[src/rtl/regfile_wb_unit.sv]
// regfile_wb_unit: writeback arbiter for the register file's single write port.
// ALU results take priority. Load results are buffered in a small FIFO.
// A starvation counter forces a one-cycle load drain when the ALU keeps the
// FIFO head blocked. The unit also provides a write-through bypass of the
// value on the write port and a pending-load mask for the issue stage.
module regfile_wb_unit #(
  parameter int DATA_WIDTH   = 32,
  parameter int ADDR_WIDTH   = 5,
  parameter int FIFO_DEPTH   = 4,
  parameter int STARVE_LIMIT = 8
) (
  input  logic                          clk_i,
  input  logic                          rst_i,
  input  logic                          alu_valid_i,
  output logic                          alu_ready_o,
  input  logic [ADDR_WIDTH-1:0]         alu_addr_i,
  input  logic [DATA_WIDTH-1:0]         alu_data_i,
  input  logic                          ld_valid_i,
  output logic                          ld_ready_o,
  input  logic [ADDR_WIDTH-1:0]         ld_addr_i,
  input  logic [DATA_WIDTH-1:0]         ld_data_i,
  output logic                          wr_enable_o,
  output logic [ADDR_WIDTH-1:0]         wr_addr_o,
  output logic [DATA_WIDTH-1:0]         wr_data_o,
  input  logic [ADDR_WIDTH-1:0]         byp_addr1_i,
  input  logic [ADDR_WIDTH-1:0]         byp_addr2_i,
  output logic                          byp_hit1_o,
  output logic                          byp_hit2_o,
  output logic [DATA_WIDTH-1:0]         byp_data1_o,
  output logic [DATA_WIDTH-1:0]         byp_data2_o,
  output logic [(2**ADDR_WIDTH)-1:0]    ld_pending_o,
  output logic [$clog2(FIFO_DEPTH):0]   fifo_count_o
);

  localparam int PTR_W = $clog2(FIFO_DEPTH);
  localparam int CNT_W = PTR_W + 1;
  localparam int STV_W = $clog2(STARVE_LIMIT + 1);
  localparam int NREG  = 2**ADDR_WIDTH;

  typedef enum logic {
    ST_NORMAL      = 1'b0,
    ST_FORCE_DRAIN = 1'b1
  } state_t;

  // Registered state
  state_t                r_state;
  logic [PTR_W-1:0]      r_wptr;
  logic [PTR_W-1:0]      r_rptr;
  logic [CNT_W-1:0]      r_count;
  logic [STV_W-1:0]      r_starve;
  logic                  r_wr_en;
  logic [ADDR_WIDTH-1:0] r_wr_addr;
  logic [DATA_WIDTH-1:0] r_wr_data;
  logic                  r_out_ld;
  logic [ADDR_WIDTH-1:0] r_fifo_addr [FIFO_DEPTH];
  logic [DATA_WIDTH-1:0] r_fifo_data [FIFO_DEPTH];

  // Combinational signals
  state_t                w_state_nxt;
  logic                  w_fifo_empty;
  logic                  w_push;
  logic                  w_pop;
  logic                  w_sel_alu;
  logic                  w_alu_ready;
  logic [STV_W-1:0]      w_starve_nxt;
  logic [CNT_W-1:0]      w_count_nxt;
  logic [PTR_W-1:0]      w_idx;
  logic [NREG-1:0]       w_pending;

  assign w_fifo_empty = (r_count == {CNT_W{1'b0}});
  assign ld_ready_o   = (r_count < CNT_W'(FIFO_DEPTH));
  // x0 loads complete the handshake but are dropped here
  assign w_push       = ld_valid_i && ld_ready_o && (ld_addr_i != {ADDR_WIDTH{1'b0}});

  // FSM state register
  always_ff @(posedge clk_i or posedge rst_i) begin
    if (rst_i) begin
      r_state <= ST_NORMAL;
    end else begin
      r_state <= w_state_nxt;
    end
  end

  // FSM next state: a forced drain lasts exactly one cycle
  always_comb begin
    w_state_nxt = ST_NORMAL;
    case (r_state)
      ST_NORMAL: begin
        if (w_starve_nxt >= STV_W'(STARVE_LIMIT)) begin
          w_state_nxt = ST_FORCE_DRAIN;
        end else begin
          w_state_nxt = ST_NORMAL;
        end
      end
      ST_FORCE_DRAIN: w_state_nxt = ST_NORMAL;
      default:        w_state_nxt = ST_NORMAL;
    endcase
  end

  // FSM outputs: source selection for the write port and ALU handshake
  always_comb begin
    w_alu_ready = 1'b1;
    w_sel_alu   = 1'b0;
    w_pop       = 1'b0;
    case (r_state)
      ST_NORMAL: begin
        w_alu_ready = 1'b1;
        if (alu_valid_i && (alu_addr_i != {ADDR_WIDTH{1'b0}})) begin
          w_sel_alu = 1'b1;
        end else if (!w_fifo_empty) begin
          w_pop = 1'b1;
        end else begin
          w_sel_alu = 1'b0;
          w_pop     = 1'b0;
        end
      end
      ST_FORCE_DRAIN: begin
        w_alu_ready = 1'b0;
        if (!w_fifo_empty) begin
          w_pop = 1'b1;
        end else begin
          w_pop = 1'b0;
        end
      end
      default: begin
        w_alu_ready = 1'b1;
        w_sel_alu   = 1'b0;
        w_pop       = 1'b0;
      end
    endcase
  end

  assign alu_ready_o = w_alu_ready;

  // Starvation counter: counts cycles with a waiting head that is not popped
  always_comb begin
    if (w_pop) begin
      w_starve_nxt = {STV_W{1'b0}};
    end else if (!w_fifo_empty && (r_starve < STV_W'(STARVE_LIMIT))) begin
      w_starve_nxt = r_starve + STV_W'(1);
    end else begin
      w_starve_nxt = r_starve;
    end
  end

  // FIFO occupancy update; simultaneous push and pop leaves it unchanged
  always_comb begin
    case ({w_push, w_pop})
      2'b10:   w_count_nxt = r_count + CNT_W'(1);
      2'b01:   w_count_nxt = r_count - CNT_W'(1);
      default: w_count_nxt = r_count;
    endcase
  end

  // FIFO pointers, count and starvation counter
  always_ff @(posedge clk_i or posedge rst_i) begin
    if (rst_i) begin
      r_wptr   <= {PTR_W{1'b0}};
      r_rptr   <= {PTR_W{1'b0}};
      r_count  <= {CNT_W{1'b0}};
      r_starve <= {STV_W{1'b0}};
    end else begin
      r_wptr   <= w_push ? (r_wptr + PTR_W'(1)) : r_wptr;
      r_rptr   <= w_pop  ? (r_rptr + PTR_W'(1)) : r_rptr;
      r_count  <= w_count_nxt;
      r_starve <= w_starve_nxt;
    end
  end

  // FIFO storage; validity is tracked by the count, so no reset is needed
  always_ff @(posedge clk_i) begin
    if (w_push) begin
      r_fifo_addr[r_wptr] <= ld_addr_i;
      r_fifo_data[r_wptr] <= ld_data_i;
    end
  end

  // Output stage: the write port is driven from a single register
  always_ff @(posedge clk_i or posedge rst_i) begin
    if (rst_i) begin
      r_wr_en   <= 1'b0;
      r_wr_addr <= {ADDR_WIDTH{1'b0}};
      r_wr_data <= {DATA_WIDTH{1'b0}};
      r_out_ld  <= 1'b0;
    end else if (w_sel_alu) begin
      r_wr_en   <= 1'b1;
      r_wr_addr <= alu_addr_i;
      r_wr_data <= alu_data_i;
      r_out_ld  <= 1'b0;
    end else if (w_pop) begin
      r_wr_en   <= 1'b1;
      r_wr_addr <= r_fifo_addr[r_rptr];
      r_wr_data <= r_fifo_data[r_rptr];
      r_out_ld  <= 1'b1;
    end else begin
      r_wr_en   <= 1'b0;
      r_out_ld  <= 1'b0;
    end
  end

  assign wr_enable_o  = r_wr_en;
  assign wr_addr_o    = r_wr_addr;
  assign wr_data_o    = r_wr_data;
  assign fifo_count_o = r_count;

  // Pending-load mask: valid FIFO entries plus a load held in the output stage
  always_comb begin
    w_pending = {NREG{1'b0}};
    w_idx     = {PTR_W{1'b0}};
    for (int i = 0; i < FIFO_DEPTH; i++) begin
      w_idx = r_rptr + PTR_W'(i);
      w_pending[r_fifo_addr[w_idx]] = w_pending[r_fifo_addr[w_idx]] | (CNT_W'(i) < r_count);
    end
    w_pending[r_wr_addr] = w_pending[r_wr_addr] | (r_wr_en & r_out_ld);
    w_pending[0] = 1'b0;
  end

  assign ld_pending_o = w_pending;

  // Bypass of the value the register file commits at the next edge
  always_comb begin
    byp_hit1_o = r_wr_en && (r_wr_addr == byp_addr1_i) && (byp_addr1_i != {ADDR_WIDTH{1'b0}});
    byp_hit2_o = r_wr_en && (r_wr_addr == byp_addr2_i) && (byp_addr2_i != {ADDR_WIDTH{1'b0}});
    if (byp_hit1_o) begin
      byp_data1_o = r_wr_data;
    end else begin
      byp_data1_o = {DATA_WIDTH{1'b0}};
    end
    if (byp_hit2_o) begin
      byp_data2_o = r_wr_data;
    end else begin
      byp_data2_o = {DATA_WIDTH{1'b0}};
    end
  end

endmodule

[config.mk]
export PLATFORM = sky130hd
export DESIGN_NAME = regfile_wb_unit
export DESIGN_NICKNAME = d
export VERILOG_FILES = /design/src/rtl/regfile_wb_unit.sv
export SDC_FILE = /design/constraint.sdc
export NUM_CORES = 1
export LEC_CHECK = 0
export CAP_MARGIN = 10
export CORE_MARGIN = 5
export CORE_UTILIZATION = 25
export DETAILED_ROUTE_END_ITERATION = 10
export PLACE_DENSITY_LB_ADDON = 0.12
export SKIP_LAST_GASP = 1
export SLEW_MARGIN = 40
export SYNTH_ARGS = -nofsm -noshare
export SYNTH_HDL_FRONTEND = slang
export SYNTH_SLANG_ARGS = --single-unit
export TNS_END_PERCENT = 1
[constraint.sdc]
create_clock -name clk_i -period 7.4 [get_ports clk_i]
set_input_delay 1.48 -clock clk_i [delete_from_list [all_inputs] [get_ports clk_i]]
set_output_delay 1.48 -clock clk_i [all_outputs]
set_load 0.01 [all_outputs]
# After elaboration in Yosys (flattened, before gate mapping)

Memory sizes are Yosys's and may differ from the RTL's.
Index checks and enable logic that the tools add are counted.

Add/subtract/negate cells: 7
$lt $le $gt $ge: 17
Eq/ne operators: 4
Muxes and demuxes: 45
Bitwise gates (word level): 8
Reductions and logical operators: 21

Operator list:

| kind                | number |
|---|---|
| $bwmux 32           | 4 |
| $mux 32             | 4 |
| $and 32x32->32      | 1 |
| $lt 5x6->1 const B  | 5 |
| $demux 1 s5         | 5 |
| $ge 5x1->1 const B  | 5 |
| $bmux 1 s5          | 4 |
| $mux 1              | 20 |
| $reduce_bool 5->1   | 4 |
| $logic_and 1x1->1   | 13 |
| $eq 5x5->1          | 2 |
| $mux 5              | 2 |
| $mux 4              | 2 |
| $lt 1x3->1 const A  | 2 |
| $lt 2x3->1 const A  | 2 |
| $pmux 1 s2          | 3 |
| $pmux 3 s2          | 1 |
| $or 1x1->1          | 5 |
| $add 2x1->2 const B | 2 |
| $add 2x2->2 const B | 2 |
| $add 4x1->4 const B | 1 |
| $ge 4x4->1 const B  | 1 |
| $lt 4x4->1 const B  | 1 |
| $reduce_bool 2->1   | 2 |
| other kinds (9)     | 9 |

Bits in registers: 51
RAM bits: 148
Bits in read-only memories: 32
Bits of input ports: 88
Word-level logic and storage cells: 114
Memories: 3

Memories:

| name            | depth | bits a word | read ports | clocked after memory_dff | write ports | line | text |
|---|---|---|---|---|---|---|---|
| r_fifo_data     | 4     | 32          | 1          | 0                        | 1           | 56   | `logic [DATA_WIDTH-1:0] r_fifo_data [FIFO_DEPTH];` |
| (no name shown) | 32    | 1           | 1          | 0                        | 0           | 212  | `w_pending[r_fifo_addr[w_idx]] = w_pending[r_fifo_addr[w_idx]] \| (CNT_W'(i) < r_count);` |
| r_fifo_addr     | 4     | 5           | 4          | 0                        | 1           | 55   | `logic [ADDR_WIDTH-1:0] r_fifo_addr [FIFO_DEPTH];` |

# Logic depth before layout (Yosys ltp)

Gate-level depths: netlist (run 1).
An unclocked memory read counts as a cell.

Depth in word-level cells: 22
Mapped depth: 25
Mapped depth without buffers: 16

# Worst setup path after synthesis (run 1)

Ideal clock, no wire load.

Path kind: register -> output
Start point: register r_rptr[0]
End point: output ld_pending_o[20]
Arrival: 4676 ps
Slack: 1244 ps
Cell stages (with the launch flop): 20
Path buffers: 4
Cells stage by stage: dfrtp_1 > buf_6 > mux4_2 > and3b_1 > clkbuf_1 > a22o_1 > a32o_1 > nor4_2 > a31oi_4 > a2111oi_2 > a2111oi_2 > o41ai_4 > nor2_1 > o311ai_0 > a31oi_1 > a2111oi_1 > and4_1 > buf_4 > buf_6 > a31oi_1

Word-level cells in the longest chain between the ends: 22
Elaborated cells between the ends (all ways): 44
Classes of those cells: add/sub: 3; order compare: 8; mux: 21; bitwise: 6; reduce/logical: 4; memory: 2

Ends and longest elaborated chain:

| element                                         | line | text |
|---|---|---|
| start, declared                                 | 48   | `logic [PTR_W-1:0] r_rptr;` |
| start signal, assigned                          | 159  | `r_rptr <= {PTR_W{1'b0}};` |
| start signal, assigned                          | 164  | `r_rptr <= w_pop ? (r_rptr + PTR_W'(1)) : r_rptr;` |
| $mem_v2 4x5 *                                   | n/a  |  |
| $lt 5x6->1 / $ge 5x1->1 (equally long branches) | 212  |  |
| $logic_and 1x1->1 (implied by the code)         | 212  |  |
| $mux 1 (implied by the code)                    | 212  |  |
| $demux 1 s5                                     | 212  |  |
| $and 32x32->32 (no source line)                 | n/a  |  |
| $bmux 1 s5                                      | 212  |  |
| $mux 1 (implied by the code)                    | 212  |  |
| [6 not listed]                                  | n/a  |  |
| $bmux 1 s5                                      | 212  |  |
| $mux 1 (implied by the code)                    | 212  |  |
| $or 1x1->1                                      | 212  |  |
| $bwmux 32 *                                     | 212  |  |
| $bmux 1 s5                                      | 214  | `w_pending[r_wr_addr] = w_pending[r_wr_addr] \| (r_wr_en & r_out_ld);` |
| $mux 1 (implied by the code)                    | 214  |  |
| $or 1x1->1                                      | 214  |  |
| $bwmux 32 *                                     | 214  |  |
| end, declared                                   | 31   | `output logic [(2**ADDR_WIDTH)-1:0] ld_pending_o,` |

Mark *: on every way between the ends. The rest lies on a longest branch, timed or not. The select of a mux whose other input is x is not followed.

# Worst setup path in the final report (run 1)

Start point: register r_rptr[0]
End point: output ld_pending_o[22]

Same word-level chain as after synthesis.

==> results.cfg, run 1 <==
[setup_path]
cpPeakStageDelay_ps = 540
worstReg2RegEnd = fifo_count_o[2]
crit_required_ps = 5920
r2r_setup_slack_ps = 4890
r2r-start = fifo_count_o[0]
rr_worst_depth = 10
startpoint_type = flip-flop
worstSetupPathType = reg2out
critPathArrivalTime_ps = 5970
end_kind = output pin
critical-path-slowest-cell = dfrtp_4
critical_path.max_fanout = 19
cpMostUsedCell = buf_4

[clocking]
ctsHtreeMaxLevel = 4
cts_inserted_buffers = 17
cts_root_buffer = clkbuf_16
cts_buffer_depth = 2
cts.reportedPaths.clkPinSlew_ps = 70
hold_buffers = 0
cts_tree = done
clkLatencyLatePin_ps = 450
clock-sinks = 199

[sta]
finalHoldViolCount = 0
maxSlewViolCount = 0
rsz0062_at_grt = true
skew_ps = 19.0
slew_headroom_pct = 49.3
worst_slack_ps = -46.0
hold_slack_ps = 506
tightest_slew_ps = 758
setup_viol = 16
min_period_over_period_pct = 101
fin_crit_ps = 7450
max_freq_mhz = 134
finalSetupTns_ps = -321

[yosys]
syn-num-nets = 1563
synth_top_area_cell = edfxtp_1
synthDistinctLibCells = 95
ys_warn_count = 0
ys_ff_latch = 199
async_flop_share_pct = 25.6
synthFlopType = edfxtp_1
netlist_area_um2 = 13900
ys_seq_area_share_pct = 41.2
yosys.area.top_type_share_pct = 32.0
avgSynthCellArea_um2 = 9.47
synth-edff-count = 148
synth_most_common_cell = nand2_1
yosys-top-cells-area = edfxtp_1, dfrtp_1, mux4_2, nand2_1, nor2_1
netlist_instances = 1465
synthTopCellsByCount = nand2_1, nor2_1, edfxtp_1

[detailed_routing]
vias_per_cell = 5.15
drt_wl_total_mm = 62.4
route.detailed.drc = 0
drt_iter0_drc = 948
num_vias = 14000
firstDrtPassIters = 5
ant_nets = 0
wl_per_cell_um = 22.9

[placed_design]
place_congestion = 0.932
dp_hpwl_mm = 48.5
port_buffers = 227
postPlaceCellArea_um2 = 19200

[global_routing]
grt_util_all_layers_pct = 20.2
grt_pass1_vias = 14400
grt_max_degree = 66
grt_pass1_wl_mm = 92.7
grt-ovfl-total = 0
antenna_found_initial = 6

[floorplanning]
ioPinCount = 229
dieArea_um2 = 60300
coreArea_um2 = 55100
die_h_um = 246
die_w_um = 246
num_rows = 86
start_util_pct = 25.2

[cells_and_area]
fin_area_um2 = 20500
multiInputGateArea_um2 = 8040
post-route-util_pct = 37.2
area_growth_pct = 47.7
fin_nets = 2061
regArea_um2 = 5730
fill_cells = 5706
drive_gt1_share_pct = 28.9

[hold_path]
min_from = r_starve[2]
hold_class = reg2reg
holdPathStages = 1
holdPathEnd = r_starve[2]

[outcome]
status = finished with violations
violations = setup timing

[pwr]
power.total_w = 0.00893
power-per-cell-area_nw_per_um2 = 436
p_leak_nw = 7.54
irDropWorstVdd_mv = 0.252

[run]
maxCapViolations = 0
==> power by group <==
part           internal, W  switching (W)
clock network     0.000483       0.000431
registers          0.00143       0.000191
logic              0.00282        0.00357
==> cell families (layout without fill, tap and decap cells) <==
| family | after synthesis | after routing | share of synthesized area, % |
|---|---|---|---|
| buffers and inverters | 122 | 633 | 4.22 |
| xor gates and xnor gates | 17 | 17 | 1.07 |
| muxes | 92 | 92 | 10.9 |
| DFF | 199 | 199 | 41.2 |
| adders and majority gates | 10 | 10 | 0.902 |
| AOI/OAI and AO/OA | 371 | 371 | 18.8 |
| other | 1 | 2 | 0.0270 |
| and+or+nand+nor | 653 | 653 | 22.8 |
==> per-stage QoR <==
stage	instances	setup slack [ps]
2_1_floorplan	1465	1240
3_3_place_gp	2664	-219
3_5_place_dp	2664	-272
4_1_cts	2724	-77.5
5_1_grt	2725	-328
6_report	2725	-46.0
==> layout by cell type, fill, tap and decap left out, types with 6 or more instances in the layout <==
master and instances:
buf_12 12, a31oi_1 57, o21ai_1 15, nand2b_1 8, nand2_1 217, nand3_1 45, mux4_2 46, mux2_2 15
a22oi_1 17, mux2i_1 29, buf_4 327, clkdlybuf4s50_1 196, or3_1 7, clkdlybuf4s15_1 11, and3_1 6, xor2_1 9
a211oi_1 14, nand3b_1 9, o31ai_1 11, a32oi_1 10, inv_1 15, dfrtp_1 49, nand4_1 15, nor3_1 33
nor2_1 159, nor2b_1 8, clkbuf_16 17, and2_1 68, buf_2 13, o22ai_1 6, o221ai_1 8, ha_1 10
o211ai_1 17, xnor2_1 8, a21oi_1 56, buf_6 11, edfxtp_1 148, o21ai_0 58
==> worst max path at each step <==
stage	from	to	depth (start not counted)
floorplan	r_rptr[0]	ld_pending_o[20]	19
detailed placement	r_rptr[0]	ld_pending_o[30]	22
finish	r_rptr[0]	ld_pending_o[22]	29
global placement	r_rptr[0]	ld_pending_o[26]	24
global route	r_rptr[0]	ld_pending_o[9]	28
CTS	r_rptr[0]	ld_pending_o[7]	26
==> cell type report <==
cell class              instances  area share [%]
multi-input cells            1144            39.2
flip-flops and latches        199            27.9
repair buffers                581            25.0
well taps                     748            4.57
clock buffers                  19            2.16
clock inverters                13           0.678
inverters                      20           0.366
diodes                          1          0.0122
==> worst max-delay path: cells and delay by family (launching register included) <==
| kind | cells | cell delay, ps |
|---|---|---|
| flops | 1 | 540 |
| mux | 1 | 520 |
| simple gates | 6 | 1030 |
| compound gates | 9 | 1290 |
| buf+inv | 13 | 2140 |
==> registers in the layout (all words and copies together), names as in the netlist <==
| register | cells |
|---|---|
| wr_data_o | 32 |
| wr_addr_o | 5 |
| fifo_count_o | 3 |
| wr_enable_o | 1 |
| r_fifo_data | 128 |
| r_starve | 4 |
| r_wptr | 2 |
| r_fifo_addr | 20 |
| r_rptr | 2 |
| r_out_ld | 1 |
| r_state | 1 |
==> what timing repair did <==
action / CTS / global route
pin swaps: 28 / 6
buffers inserted: 25 / 0
endpoints found under the setup margin: 31 / 31
cloned: 3 / 0
resized for setup: 184 / 11
endpoints found under the hold margin: 0 / 0
==> metal layers <==
metal	vias up	part of all wire [%]	track usage, %
met2	379	50	35.3
met1	7013	43	25.8
li1	6545	-	-
met4	8	2.7	5.83
met5	-	0.096	0
met3	80	4.4	3.24
No activity file was read; power rests on OpenSTA's default activity.
==> inputs of run 2 (changes only) <==
--- a/config.mk
+++ b/config.mk
@@ -10,8 +10,9 @@
 export CORE_UTILIZATION = 25
 export DETAILED_ROUTE_END_ITERATION = 10
 export PLACE_DENSITY_LB_ADDON = 0.12
+export SETUP_SLACK_MARGIN = 0.05
 export SKIP_LAST_GASP = 1
-export SLEW_MARGIN = 40
+export SLEW_MARGIN = 0
 export SYNTH_ARGS = -nofsm -noshare
 export SYNTH_HDL_FRONTEND = slang
 export SYNTH_SLANG_ARGS = --single-unit
==> results.cfg, run 2 (synthesis gave the netlist of run 1 again) <==
[outcome]
status = completed

[clocking]
cts_inserted_buffers = 17
cts_buffer_depth = 2
cts.reportedPaths.clkPinSlew_ps = 70
cts_root_buffer = clkbuf_16
cts_tree = done
clkLatencyLatePin_ps = 450
hold_buffers = 0
ctsHtreeMaxLevel = 4
clock-sinks = 199

[setup_path]
r2r_setup_slack_ps = 4880
cpMostUsedCell = buf_4
cp_top_family = buffers and inverters
critPathArrivalTime_ps = 5870
worstReg2RegEnd = fifo_count_o[2]
startpoint_type = flip-flop
critical_path.max_fanout = 6
crit_required_ps = 5920
cp_num_buf_inv = 11
end_kind = output pin
worstSetupPathType = reg2out
rr_worst_depth = 10
cpPeakStageDelay_ps = 530
critical-path-slowest-cell = mux4_2
r2r-start = fifo_count_o[0]

[sta]
maxSlewViolCount = 0
hold_slack_ps = 510
setup_viol = 0
min_period_over_period_pct = 99.3
max_freq_mhz = 136
finalSetupTns_ps = 0
tightest_slew_ps = 1210
skew_ps = 17.3
finalHoldViolCount = 0
slew_headroom_pct = 18.3
rsz0062_at_grt = true
fin_crit_ps = 7350

[detailed_routing]
drt_wl_total_mm = 63.1
firstDrtPassIters = 5
drt_iter0_drc = 849
vias_per_cell = 5.16
ant_nets = 0
num_vias = 14200
wl_per_cell_um = 22.9
route.detailed.drc = 0

[cells_and_area]
fin_nets = 2096
drive_gt1_share_pct = 32.9
fill_cells = 5667
area_growth_pct = 51.6
largest_register_ff_count = 128
fin_area_um2 = 21000
regMostFlops = r_fifo_data
final_common_cell = buf_4
layout_common_cells = buf_4, nand2_1, clkdlybuf4s50_1

[global_routing]
grt_max_degree = 66
use_met2_pct = 34.9
grt-ovfl-total = 0
grt-busiest-layer = met2
use_met3_pct = 3.25
grt_pass1_wl_mm = 92.9
grt_pass1_vias = 14500
use_met1_pct = 25.6
grt_util_all_layers_pct = 20.2
antenna_found_initial = 9

[pwr]
power-per-cell-area_nw_per_um2 = 440
irDropWorstVdd_mv = 0.252
p_leak_nw = 7.82
power.total_w = 0.00926

[placed_design]
postPlaceCellArea_um2 = 19200
place_congestion = 0.932
dp_hpwl_mm = 48.5
port_buffers = 227

[floorplanning]
die_h_um = 246
start_util_pct = 25.2
coreArea_um2 = 55100
ioPinCount = 229
num_rows = 86
dieArea_um2 = 60300
die_w_um = 246

[hold_path]
hold_class = reg2reg
holdPathStages = 1
min_from = r_starve[2]
holdPathEnd = r_starve[2]

[run]
maxCapViolations = 0
-- run 2: cell types whose count changed in the layout (fill, tap and decap cells not counted), sizes merged --
cell,change
inv,+2
clkinvlp,-2
dlygate4sd2,-3
buf,+43
clkbuf,+11
bufbuf,-1
clkdlybuf4s15,-14
clkinv,-1
-- run 2: final cells by class --
type / instances / area, µm² / area share (%)
Antenna cell: 1 / 2.50 / 0.0119
Clock buffer: 20 / 458 / 2.18
Inverter: 20 / 75.1 / 0.357
Multi-Input combinational cell: 1144 / 8290 / 39.4
Tap cell: 748 / 936 / 4.45
Clock inverter: 12 / 135 / 0.642
Timing Repair Buffer: 616 / 5410 / 25.7
Sequential cell: 199 / 5730 / 27.2
-- run 2: how the worst max path moves through the flow --
stage | from | to | slack (ps) | depth (start not counted)
global route | r_rptr[0] | ld_pending_o[9] | -180 | 23
CTS | r_rptr[0] | ld_pending_o[15] | -40 | 25
global placement | r_rptr[0] | ld_pending_o[26] | -220 | 24
detailed placement | r_rptr[0] | ld_pending_o[26] | -290 | 22
finish | r_rptr[0] | ld_pending_o[18] | 50 | 27
floorplan | r_rptr[0] | ld_pending_o[20] | 1240 | 19
-- run 2: report_power, final --
part / switching [W] / leakage (nW) / internal (W)
sequential: 0.000183 / 1.93 / 0.00143
combinational: 0.00372 / 5.59 / 0.00300
clock: 0.000436 / 0.288 / 0.000497
total: 0.00433 / 7.82 / 0.00493
-- run 2: metal layers --
| layer | vias up | routed length [µm] |
|---|---|---|
| met3 | 114 | 3080 |
| met1 | 7027 | 26500 |
| met4 | 14 | 2320 |
| li1 | 6609 | - |
| met5 | - | 92 |
| met2 | 464 | 31100 |
-- run 2: per-stage QoR --
stage                     util (%)  setup WS (ps)  std cells
final                         38.2           49.4       2760
after global routing          38.2           -180       2760
after CTS                     37.2          -38.5       2737
after detailed placement      34.8           -288       2664
after global placement        34.8           -219       2664
after floorplan                  -           1240       1465
-- run 2: repair_timing --
item	4_1_cts	5_1_grt
endpoints found under the setup margin	31	31
setup buffers	38	19
gates cloned	3	2
pin swaps	31	42
resized for setup	202	94
==> inputs of run 3 (changes only) <==
--- a/config.mk
+++ b/config.mk
@@ -9,6 +9,7 @@
 export CORE_MARGIN = 5
 export CORE_UTILIZATION = 25
 export DETAILED_ROUTE_END_ITERATION = 10
+export GPL_TIMING_DRIVEN = 0
 export PLACE_DENSITY_LB_ADDON = 0.12
 export SETUP_SLACK_MARGIN = 0.05
 export SKIP_LAST_GASP = 1
==> results.cfg, run 3 (synthesis gave the netlist of run 1 again) <==
[outcome]
status = finished with violations
violations = setup timing

[sta]
slew_headroom_pct = 22.2
tightest_slew_ps = 1160
setup_viol = 31
finalHoldViolCount = 0
min_period_over_period_pct = 102
skew_ps = 16.9
fin_crit_ps = 7540
rsz0062_at_grt = true
maxSlewViolCount = 0
max_freq_mhz = 133
worst_slack_ps = -137

[placed_design]
port_buffers = 227
post-place-ws_ps = -952
place_congestion = 0.923
dp_hpwl_mm = 47.7

[clocking]
cts_root_buffer = clkbuf_16
cts_inserted_buffers = 17
cts.reportedPaths.clkPinSlew_ps = 70
cts_buffer_depth = 2
clock-sinks = 199
clkLatencyLatePin_ps = 430
hold_buffers = 0
cts_tree = done
ctsHtreeMaxLevel = 4

[global_routing]
grt_util_all_layers_pct = 20.0
antenna_found_initial = 4
grt_max_degree = 31
grt_pass1_wl_mm = 92.0
grt-ovfl-total = 0
grt_pass1_vias = 14000

[pwr]
power-per-cell-area_nw_per_um2 = 437
power.total_w = 0.00875
p_leak_nw = 6.87
irDropWorstVdd_mv = 0.179

[setup_path]
worstSetupPathType = reg2out
cpPeakStageDelay_ps = 620
startpoint_type = flip-flop
end_kind = output pin
crit_required_ps = 5920
critPathArrivalTime_ps = 6060
critical_path.max_fanout = 7
cp_top_family = buffers and inverters
cpMostUsedCell = buf_4
critical-path-slowest-cell = mux4_2
cp_num_buf_inv = 11

[detailed_routing]
num_vias = 14100
drt_iter0_drc = 1310
wl_per_cell_um = 24.6
drt_wl_total_mm = 63.9
route.detailed.drc = 0
firstDrtPassIters = 5
vias_per_cell = 5.41
ant_nets = 0

[floorplanning]
die_w_um = 246
dieArea_um2 = 60300
die_h_um = 246
num_rows = 86
coreArea_um2 = 55100
start_util_pct = 25.2
ioPinCount = 229

[run]
maxCapViolations = 0

[hold_path]
hold_class = reg2reg

[cells_and_area]
post-route-util_pct = 36.3
final_common_cell = nand2_1
largest_register_ff_count = 128
fill_cells = 5685
regMostFlops = r_fifo_data
fin_nets = 1936
layout_common_cells = nand2_1, clkdlybuf4s50_1, nor2_1
area_growth_pct = 44.2
drive_gt1_share_pct = 26.6
-- run 3: worst reg2reg max path: stages (launching register included) --
cell and delay [ps]:
dfrtp_2 400, buf_8 150, buf_12 130, buf_8 150, buf_4 230, buf_1 350
buf_1 640, buf_1 820, mux4_2 610, nand2_1 150, a31oi_1 110
-- run 3: area by class of cell --
type	instances	area, µm²	area share (%)
Clock inverter	11	100	0.500
Clock buffer	21	450	2.25
Inverter	20	78.8	0.394
Sequential cell	199	5720	28.6
Tap cell	748	936	4.68
Timing Repair Buffer	360	3330	16.6
Antenna cell	2	5.00	0.0250
Buffer	95	684	3.42
Multi-Input combinational cell	1145	8700	43.5
-- run 3: report_power, final --
part	leakage, nW	switching [W]	total (W)	internal (W)
registers	1.94	0.000178	0.00160	0.00143
clock network	0.258	0.000410	0.000884	0.000474
logic	4.68	0.00383	0.00626	0.00243
-- run 3: stage by stage --
stage / hold slack (ps) / cells / cell area, µm² / setup TNS, ps
floorplan: 436 / 1465 / 13900 / 0
global placement: 506 / 2440 / 17100 / -33340
detailed placement: 499 / 2446 / 17200 / -25860
CTS: 511 / 2539 / 19000 / -5590
global route: 540 / 2599 / 20000 / -9510
finish: 517 / 2601 / 20000 / -2940
-- run 3: repair_timing --
| item | CTS | global route |
|---|---|---|
| resized for setup | 233 | 198 |
| pin swaps | 46 | 54 |
| setup buffers | 66 | 56 |
| setup endpoints to repair | 31 | 31 |
| gates cloned | 2 | 5 |
-- run 3: final timing paths --
path | endpoint | depth (start not counted) | from | slack, ps
max in group asynchronous | r_rptr[0] | 3 | rst_i | 5350
hold / removal | r_starve[2] | 1 | r_starve[2] | 520
setup / recovery | ld_pending_o[9] | 26 | r_rptr[0] | -140
setup reg to reg | wr_data_o[0] | 10 | r_rptr[0] | 3520
hold reg to reg | r_starve[2] | 1 | r_starve[2] | 520
min in group asynchronous | r_out_ld | 2 | rst_i | 1440
-- run 3: per-layer routing --
layer	vias up	track usage (%)	wire length, µm
li1	6289	-	-
met1	7058	26.1	26900
met2	597	34.7	31100
met3	126	3.17	3950
met4	6	5.32	1910
met5	-	0	41
